--- src/rtl/ft245_echo_fifo.sv ---
// User-side echo engine for the FT245RL core: buffers RX bytes in a FIFO and
// replays them on the TX path in byte, line-buffered or inverted mode.
module ft245_echo_fifo #(
  parameter int                 DATA_W     = 8,
  parameter int                 DEPTH_LOG2 = 4,
  parameter logic [DATA_W-1:0]  TERM       = 8'h0D
) (
  input  logic                  CLK,
  input  logic                  RST,
  input  logic                  RX_DONE,
  input  logic [DATA_W-1:0]     RX_DATA,
  input  logic                  TX_VALID,
  input  logic                  TX_DONE,
  output logic                  TXEN,
  output logic [DATA_W-1:0]     TX_DATA,
  input  logic [1:0]            MODE,
  input  logic                  CLR_OVF,
  output logic [DEPTH_LOG2:0]   LEVEL,
  output logic                  OVERFLOW,
  output logic                  BUSY
);

  localparam int unsigned DEPTH = 2 ** DEPTH_LOG2;

  typedef enum logic [1:0] {IDLE, SEND, WAIT} txState_t;

  logic [DATA_W-1:0]     mem [DEPTH];
  logic [DEPTH_LOG2-1:0] wrPtr, rdPtr;
  logic [DEPTH_LOG2:0]   count, lineCnt;
  logic                  flush;
  logic                  overflow;
  logic                  txEn;
  logic [DATA_W-1:0]     txData;
  txState_t              state;

  logic                  full, empty, eligible, push, pop, pushTerm, popTerm;
  logic [DATA_W-1:0]     head;

  // count never exceeds DEPTH, so its MSB alone flags a full FIFO.
  always_comb begin
    full     = count[DEPTH_LOG2];
    empty    = (count == '0);
    head     = mem[rdPtr];
    // Line mode keeps draining once the FIFO has filled, so an unterminated
    // line cannot wedge the buffer after a single flushed byte.
    if (MODE == 2'b01)
      eligible = full || (!empty && ((lineCnt != '0) || flush));
    else
      eligible = !empty;
    push     = RX_DONE && !full;
    pop      = (state == IDLE) && eligible && !TX_VALID;
    pushTerm = push && (RX_DATA == TERM);
    popTerm  = pop && (head == TERM);
  end

  always_ff @(posedge CLK) begin
    if (push)
      mem[wrPtr] <= RX_DATA;
  end

  always_ff @(posedge CLK or negedge RST) begin
    if (!RST) begin
      wrPtr    <= '0;
      rdPtr    <= '0;
      count    <= '0;
      lineCnt  <= '0;
      flush    <= 1'b0;
      overflow <= 1'b0;
    end else begin
      if (push) wrPtr <= wrPtr + 1'b1;
      if (pop)  rdPtr <= rdPtr + 1'b1;
      case ({push, pop})
        2'b10:   count <= count + 1'b1;
        2'b01:   count <= count - 1'b1;
        default: count <= count;
      endcase
      case ({pushTerm, popTerm})
        2'b10:   lineCnt <= lineCnt + 1'b1;
        2'b01:   lineCnt <= lineCnt - 1'b1;
        default: lineCnt <= lineCnt;
      endcase
      if (full)
        flush <= 1'b1;
      else if (empty)
        flush <= 1'b0;
      if (RX_DONE && full)
        overflow <= 1'b1;
      else if (CLR_OVF)
        overflow <= 1'b0;
    end
  end

  always_ff @(posedge CLK or negedge RST) begin
    if (!RST) begin
      state  <= IDLE;
      txEn   <= 1'b0;
      txData <= '0;
    end else begin
      txEn <= 1'b0;
      case (state)
        IDLE: begin
          if (pop) begin
            txData <= (MODE == 2'b10) ? ~head : head;
            state  <= SEND;
          end
        end
        SEND: begin
          txEn  <= 1'b1;
          state <= TX_DONE ? IDLE : WAIT;
        end
        WAIT: begin
          if (TX_DONE)
            state <= IDLE;
        end
        default: state <= IDLE;
      endcase
    end
  end

  assign TXEN     = txEn;
  assign TX_DATA  = txData;
  assign LEVEL    = count;
  assign OVERFLOW = overflow;
  assign BUSY     = (state != IDLE);

endmodule

--- config.mk ---
export PLATFORM = sky130hd
export DESIGN_NAME = ft245_echo_fifo
export DESIGN_NICKNAME = d
export VERILOG_FILES = /design/src/rtl/ft245_echo_fifo.sv
export SDC_FILE = /design/constraint.sdc
export NUM_CORES = 1
export LEC_CHECK = 0
export CELL_PAD_IN_SITES_DETAIL_PLACEMENT = 2
export CELL_PAD_IN_SITES_GLOBAL_PLACEMENT = 2
export CORE_UTILIZATION = 46
export DETAILED_ROUTE_END_ITERATION = 6
export GPL_TIMING_DRIVEN = 0
export PLACE_DENSITY = 0.92
export SYNTH_ARGS = -nofsm -noshare
export SYNTH_HDL_FRONTEND = slang
export SYNTH_SLANG_ARGS = --single-unit
export TNS_END_PERCENT = 50
--- constraint.sdc ---
create_clock -name CLK -period 4.1 [get_ports CLK]
set_input_delay 0.615 -clock CLK [delete_from_list [all_inputs] [get_ports CLK]]
set_output_delay 0.615 -clock CLK [all_outputs]
set_load 0.02 [all_outputs]
Word level (Yosys, flattened, before mapping)
Memory sizes are Yosys's and may differ from the RTL's.
Index checks and enable logic that the tools add are counted.
{"block": "classes", "n_addsub": 6, "n_eq_ne": 12, "muxes": 15, "bitwise": 1, "reduce_logical": 22}
{"cell": "one-hot mux 5 bit (2 select lines)", "n": 2}
{"cell": "== test 8 x 4 -> 1 bit (second input constant)", "n": 2}
{"cell": "adder 5 x 1 -> 5 bit (second input constant)", "n": 2}
{"cell": "nonzero test 2 bit", "n": 5}
{"cell": "subtractor 5 x 1 -> 5 bit (second input constant)", "n": 2}
{"cell": "adder 4 x 1 -> 4 bit (second input constant)", "n": 2}
{"cell": "== test 2 x 1 -> 1 bit (second input constant)", "n": 4}
{"cell": "== test 2 bit (second input constant)", "n": 4}
{"cell": "2-to-1 mux 1 bit", "n": 8}
{"cell": "2-to-1 mux 8 bit", "n": 1}
{"cell": "inverter 8 bit", "n": 1}
{"cell": "logical AND 1 bit", "n": 7}
{"cell": "2-to-1 mux 2 bit", "n": 3}
{"cell": "one-hot mux 2 bit (3 select lines)", "n": 1}
{"cell": "zero test 5 bit", "n": 1}
{"cell": "nonzero test 5 bit", "n": 1}
{"cell": "inequality test 2 bit (second input constant)", "n": 2}
{"cell": "AND reduction 2 bit", "n": 2}
{"cell": "zero test 1 bit", "n": 3}
{"cell": "zero test 2 bit", "n": 1}
{"cell": "logical OR 1 bit", "n": 2}
{"block": "totals", "regBits": 31, "mem_bits_rw": 128, "input_bits": 16, "output_inout_bits": 16, "word_cells": 66, "mem_count": 1}
{"memory": "mem", "depth": 16, "width": 8, "read_ports": 1, "rd_ports_with_merged_regs": 0, "wr": 1, "line_no": "27", "rtl": "logic [DATA_W-1:0] mem [DEPTH];"}

Logic depth before layout (Yosys ltp)
{"block": "logic_depth", "ltp_word": 10, "depth_mapped": 16, "depth_no_buf": 13}

Worst setup path after synthesis
Ideal clock, no wire load.
{"block": "synth_path", "kind": "flip-flop to flip-flop", "from": "register rdPtr[0]", "to": "register lineCnt[4]", "setup_ns": 0.079, "t_arrival_ns": 3.330, "required_ns": 4.021, "path_slack_ns": 0.691, "stages_incl_launch_ff": 16, "path_buffers": 2, "period_less_slack_ns": 3.409, "path_cell_list": "dfrtp_1 -> buf_6 -> buf_12 -> mux4_2 -> mux4_2 -> nor2_1 -> nand2_1 -> nor4b_2 -> ha_1 -> inv_1 -> fa_1 -> nor2b_1 -> o21ai_0 -> and3_1 -> nor3_1 -> xor2_1"}
{"block": "synth_via", "elab_chain_cells": 5, "elab_cells_between_ends": 7, "cone_classes": "eq/ne (3); mux (1); reduce/logical (2); memory (1)"}
{"item": "from (decl)", "line_no": "28", "rtl": "logic [DEPTH_LOG2-1:0] wrPtr, rdPtr;"}
{"item": "from (signal assigned)", "line_no": "71", "rtl": "if (pop) rdPtr <= rdPtr + 1'b1;"}
{"item": "memory read (16 x 8 bit) *"}
{"item": "== test 8 x 4 -> 1 bit *", "line_no": "53", "rtl": "popTerm = pop && (head == TERM);"}
{"item": "logical AND 1 bit *", "line_no": "53"}
{"item": "== test 2 x 1 -> 1 bit / == test 2 bit (equally long branches)", "line_no": "77", "rtl": "case ({pushTerm, popTerm})"}
{"item": "one-hot mux 5 bit (2 select lines) / nonzero test 2 bit (equally long branches)"}
{"item": "to (signal assigned)", "line_no": "78", "rtl": "2'b10: lineCnt <= lineCnt + 1'b1;"}
{"item": "to (signal assigned)", "line_no": "79", "rtl": "2'b01: lineCnt <= lineCnt - 1'b1;"}
{"item": "to (signal assigned)", "line_no": "80", "rtl": "default: lineCnt <= lineCnt;"}
{"item": "to (decl)", "line_no": "29", "rtl": "logic [DEPTH_LOG2:0] count, lineCnt;"}
Mark *: on every way between the ends. The rest lies on a longest branch, timed or not.
A chain may end at the register's enable or synchronous reset.

Final worst setup path
Ends and elaborated chain as after synthesis.

==> results.json <==
{
  "status": "complete, but fails checks",
  "failed_checks": "setup timing",
  "fin_nets": 472,
  "critPathLaunchType": "register",
  "place_ws_ns": -0.174,
  "arrival_ns": 4.48,
  "cts_num_sinks": 159,
  "drv_cap": 0,
  "rr_worst_depth": 16,
  "tns_ns": -0.0694,
  "skew_ns": 0.0167,
  "gp_congestion": 0.773,
  "grt_max_degree": 32,
  "yosysWarnings": 0,
  "r2r-end": "lineCnt[4]",
  "clkTransAtPathRegs_ns": 0.07,
  "grt_first_pass_wirelength_microns": 30400,
  "ys_seq_elements": 159,
  "finalCriticalPeriod_ns": 4.16,
  "finalHoldViolCount": 0,
  "final_common_cell": "edfxtp_1",
  "die_width_microns": 123,
  "rrSetupSlack_ns": -0.06,
  "detail_route.wl_per_cell_microns": 36.5,
  "clk_path_buf_depth": 2,
  "syn_area_per_cell_sq_um": 17.5,
  "worst_slack_ns": -0.0564,
  "placedCellCount": 596,
  "cts-root-buf": "clkbuf_16",
  "max_slew_margin": 0.396,
  "cts_tree": "done",
  "core-area_sq_mm": 0.0140,
  "p_clk_frac": 0.268,
  "path_cells": "buf_6 > buf_6 > buf_4 > mux4_2 > nand3_1 > nand3_1 > nor2_1 > nor4b_2 > ha_2 > buf_4 > ha_1 > nor2b_2 > o21ai_1 > and3_1 > nor3_2 > xor2_1",
  "crit_path_end_kind": "register",
  "first_iter_violations": 373,
  "layout_common_cells": "edfxtp_1 (128), dfrtp_1 (31), clkdlybuf4s50_1 (30)",
  "cts_buffers": 17,
  "synth_flop_cell": "edfxtp_1",
  "grt_pass1_vias": 4366,
  "drt_wl_total_microns": 23100,
  "rr_startpoint": "rdPtr[0]",
  "postRouteAntennaNets": 0,
  "clock_latency_ns": 0.44,
  "crit_path_max_incr_delay_ns": 0.55,
  "crit_fanout": 10,
  "drc": 0,
  "slew_viol_final": 0,
  "hold_path_class": "input port to async pin",
  "power_leakage_nw": 2.81,
  "async_flop_share": 0.195,
  "ctsHtreeMaxLevel": 4,
  "row_count": 43,
  "comb_power_share": 0.380,
  "synth_nets": 416,
  "diodes": 0,
  "cp-endpoint": "lineCnt[4]",
  "fin_crit_sh": 1.01,
  "setup_viol": 2,
  "peakVddDrop_mv": 0.419,
  "p_seq_frac": 0.353,
  "synth_cells": 385,
  "areaGrowthSynthToFinish_pct": 17.9,
  "grt_use_total": 0.305,
  "synth_cell_types": 45,
  "vias_per_cell": 6.34,
  "drive_above_1_share": 0.183,
  "criticalPathCategory": "register to register",
  "grt_overflow_total": 0,
  "synth_edf_count": 128,
  "worst_path_max_delay_cell": "mux4_2",
  "synth_area_sq_mm": 0.00672,
  "die_h_microns": 123,
  "drt_first_pass_iters": 5,
  "pin_count": 32,
  "hold-worst-slack_ns": 0.277,
  "antenna_found_initial": 0,
  "p_int_mw": 3.90,
  "final_cells": 633,
  "p_sw_mw": 2.26,
  "hpwl_microns": 13200,
  "worst_ep_required_time_ns": 4.42,
  "initial_core_util": 0.479,
  "yosysSeqAreaShare": 0.687,
  "port_buffers": 31,
  "timing.fmax_mhz": 241,
  "worst_pin_slew_ns": 0.906,
  "netSwitchingFraction": 0.367,
  "die_area_sq_mm": 0.0151,
  "crit_start": "rdPtr[0]",
  "powerDensity_mw_per_mm2": 777,
  "vias": 4015
}
## power groups by stage
stage	clock, mW	sequential [mW]	combinational (mW)
after detailed placement	0	2.18	2.05
after global placement	0	2.13	1.84
after global routing	1.69	2.18	2.44
after floorplan	0	2.20	1.24
after CTS	1.62	2.16	2.16
final	1.65	2.17	2.34
## synthesized netlist by cell type (4+ instances only)
library cell    n  area share
nor2b_1         6      0.0056
nand2_1        25       0.014
nand3_1         4      0.0030
edfxtp_1      128        0.57
mux2i_1         7       0.010
dfrtp_1        31        0.12
mux2_2         10       0.017
inv_1          12      0.0067
ha_1           13       0.024
a21o_1          4      0.0045
buf_2           4      0.0030
and2_1         16       0.015
xor2_1          5      0.0065
xnor2_1        17       0.022
o21ai_0        13      0.0097
nor2_1          8      0.0045
mux4_1         11       0.043
a21oi_1         5      0.0037
clkbuf_1        5      0.0028
mux4_2         20       0.067
## critical path, delay by kind of cell, from the launching register on
family | cells | cell delay [ns]
AND/OR/NAND/NOR | 7 | 1.36
buffers and inverters | 4 | 0.75
multiplexers | 1 | 0.55
adder cells (fa/ha/maj) | 2 | 0.53
flip-flops | 1 | 0.38
AO/OA/AOI/OAI | 1 | 0.27
XOR/XNOR | 1 | 0.18
## timing repair
action | in CTS | in global routing
hold buffers | 0 | 0
pin swaps | 1 | 3
endpoints found under the setup margin | 2 | 2
buffers inserted | 2 | 4
resized for setup | 9 | 9
## cell families (layout without fill, tap and decap cells)
| kind of cell | Yosys count | in the layout | synth area share |
|---|---|---|---|
| AND/OR/NAND/NOR | 78 | 78 | 0.0618 |
| flip-flops | 159 | 159 | 0.687 |
| adder cells (fa/ha/maj) | 15 | 15 | 0.0302 |
| buffers and inverters | 29 | 97 | 0.0233 |
| XOR/XNOR | 22 | 22 | 0.0287 |
| AO/OA/AOI/OAI | 34 | 34 | 0.0318 |
| multiplexers | 48 | 48 | 0.137 |
## metrics by stage
stage / utilization / cell area [sq um] / power, mW
detailed placement: 0.517 / 7250 / 4.23
finish: 0.564 / 7930 / 6.16
floorplan: - / 6720 / 3.44
global placement: 0.517 / 7260 / 3.97
global route: 0.564 / 7930 / 6.31
CTS: 0.560 / 7870 / 5.93
## flip-flops by register name, indices dropped and copies added (netlist names), 2 cells and up
| name | cells |
|---|---|
| state | 2 |
| lineCnt | 5 |
| wrPtr | 4 |
| LEVEL | 5 |
| TX_DATA | 8 |
| mem | 128 |
| rdPtr | 4 |
## layer usage
layer	part of all wire	GRT usage	vias to the layer above
met5	0	0	-
met4	0.041	0.149	0
met3	0.053	0.0646	66
met2	0.52	0.534	204
met1	0.39	0.355	2152
li1	-	-	1593
## cell type report
class	count	area (sq um)
fillers	1162	6120
flip-flops and latches	159	4620
multi-input cells	197	1980
clock buffers	19	433
repair buffers	37	350
well taps	180	225
clock inverters	12	145
plain buffers	16	126
inverters	13	48.8
## worst min-delay path by stage
| stage | end | slack, ns | cells past startpoint |
|---|---|---|---|
| final | LEVEL[0] | 0.28 | 1 |
| after global routing | rdPtr[2] | 0.30 | 1 |
| after CTS | wrPtr[1] | 0.27 | 1 |
| after detailed placement | lineCnt[4] | 0.48 | 1 |
| after global placement | lineCnt[4] | 0.46 | 1 |
| after floorplan | LEVEL[0] | 0.32 | 0 |
Note: power is estimated with default switching activity, not from simulation.
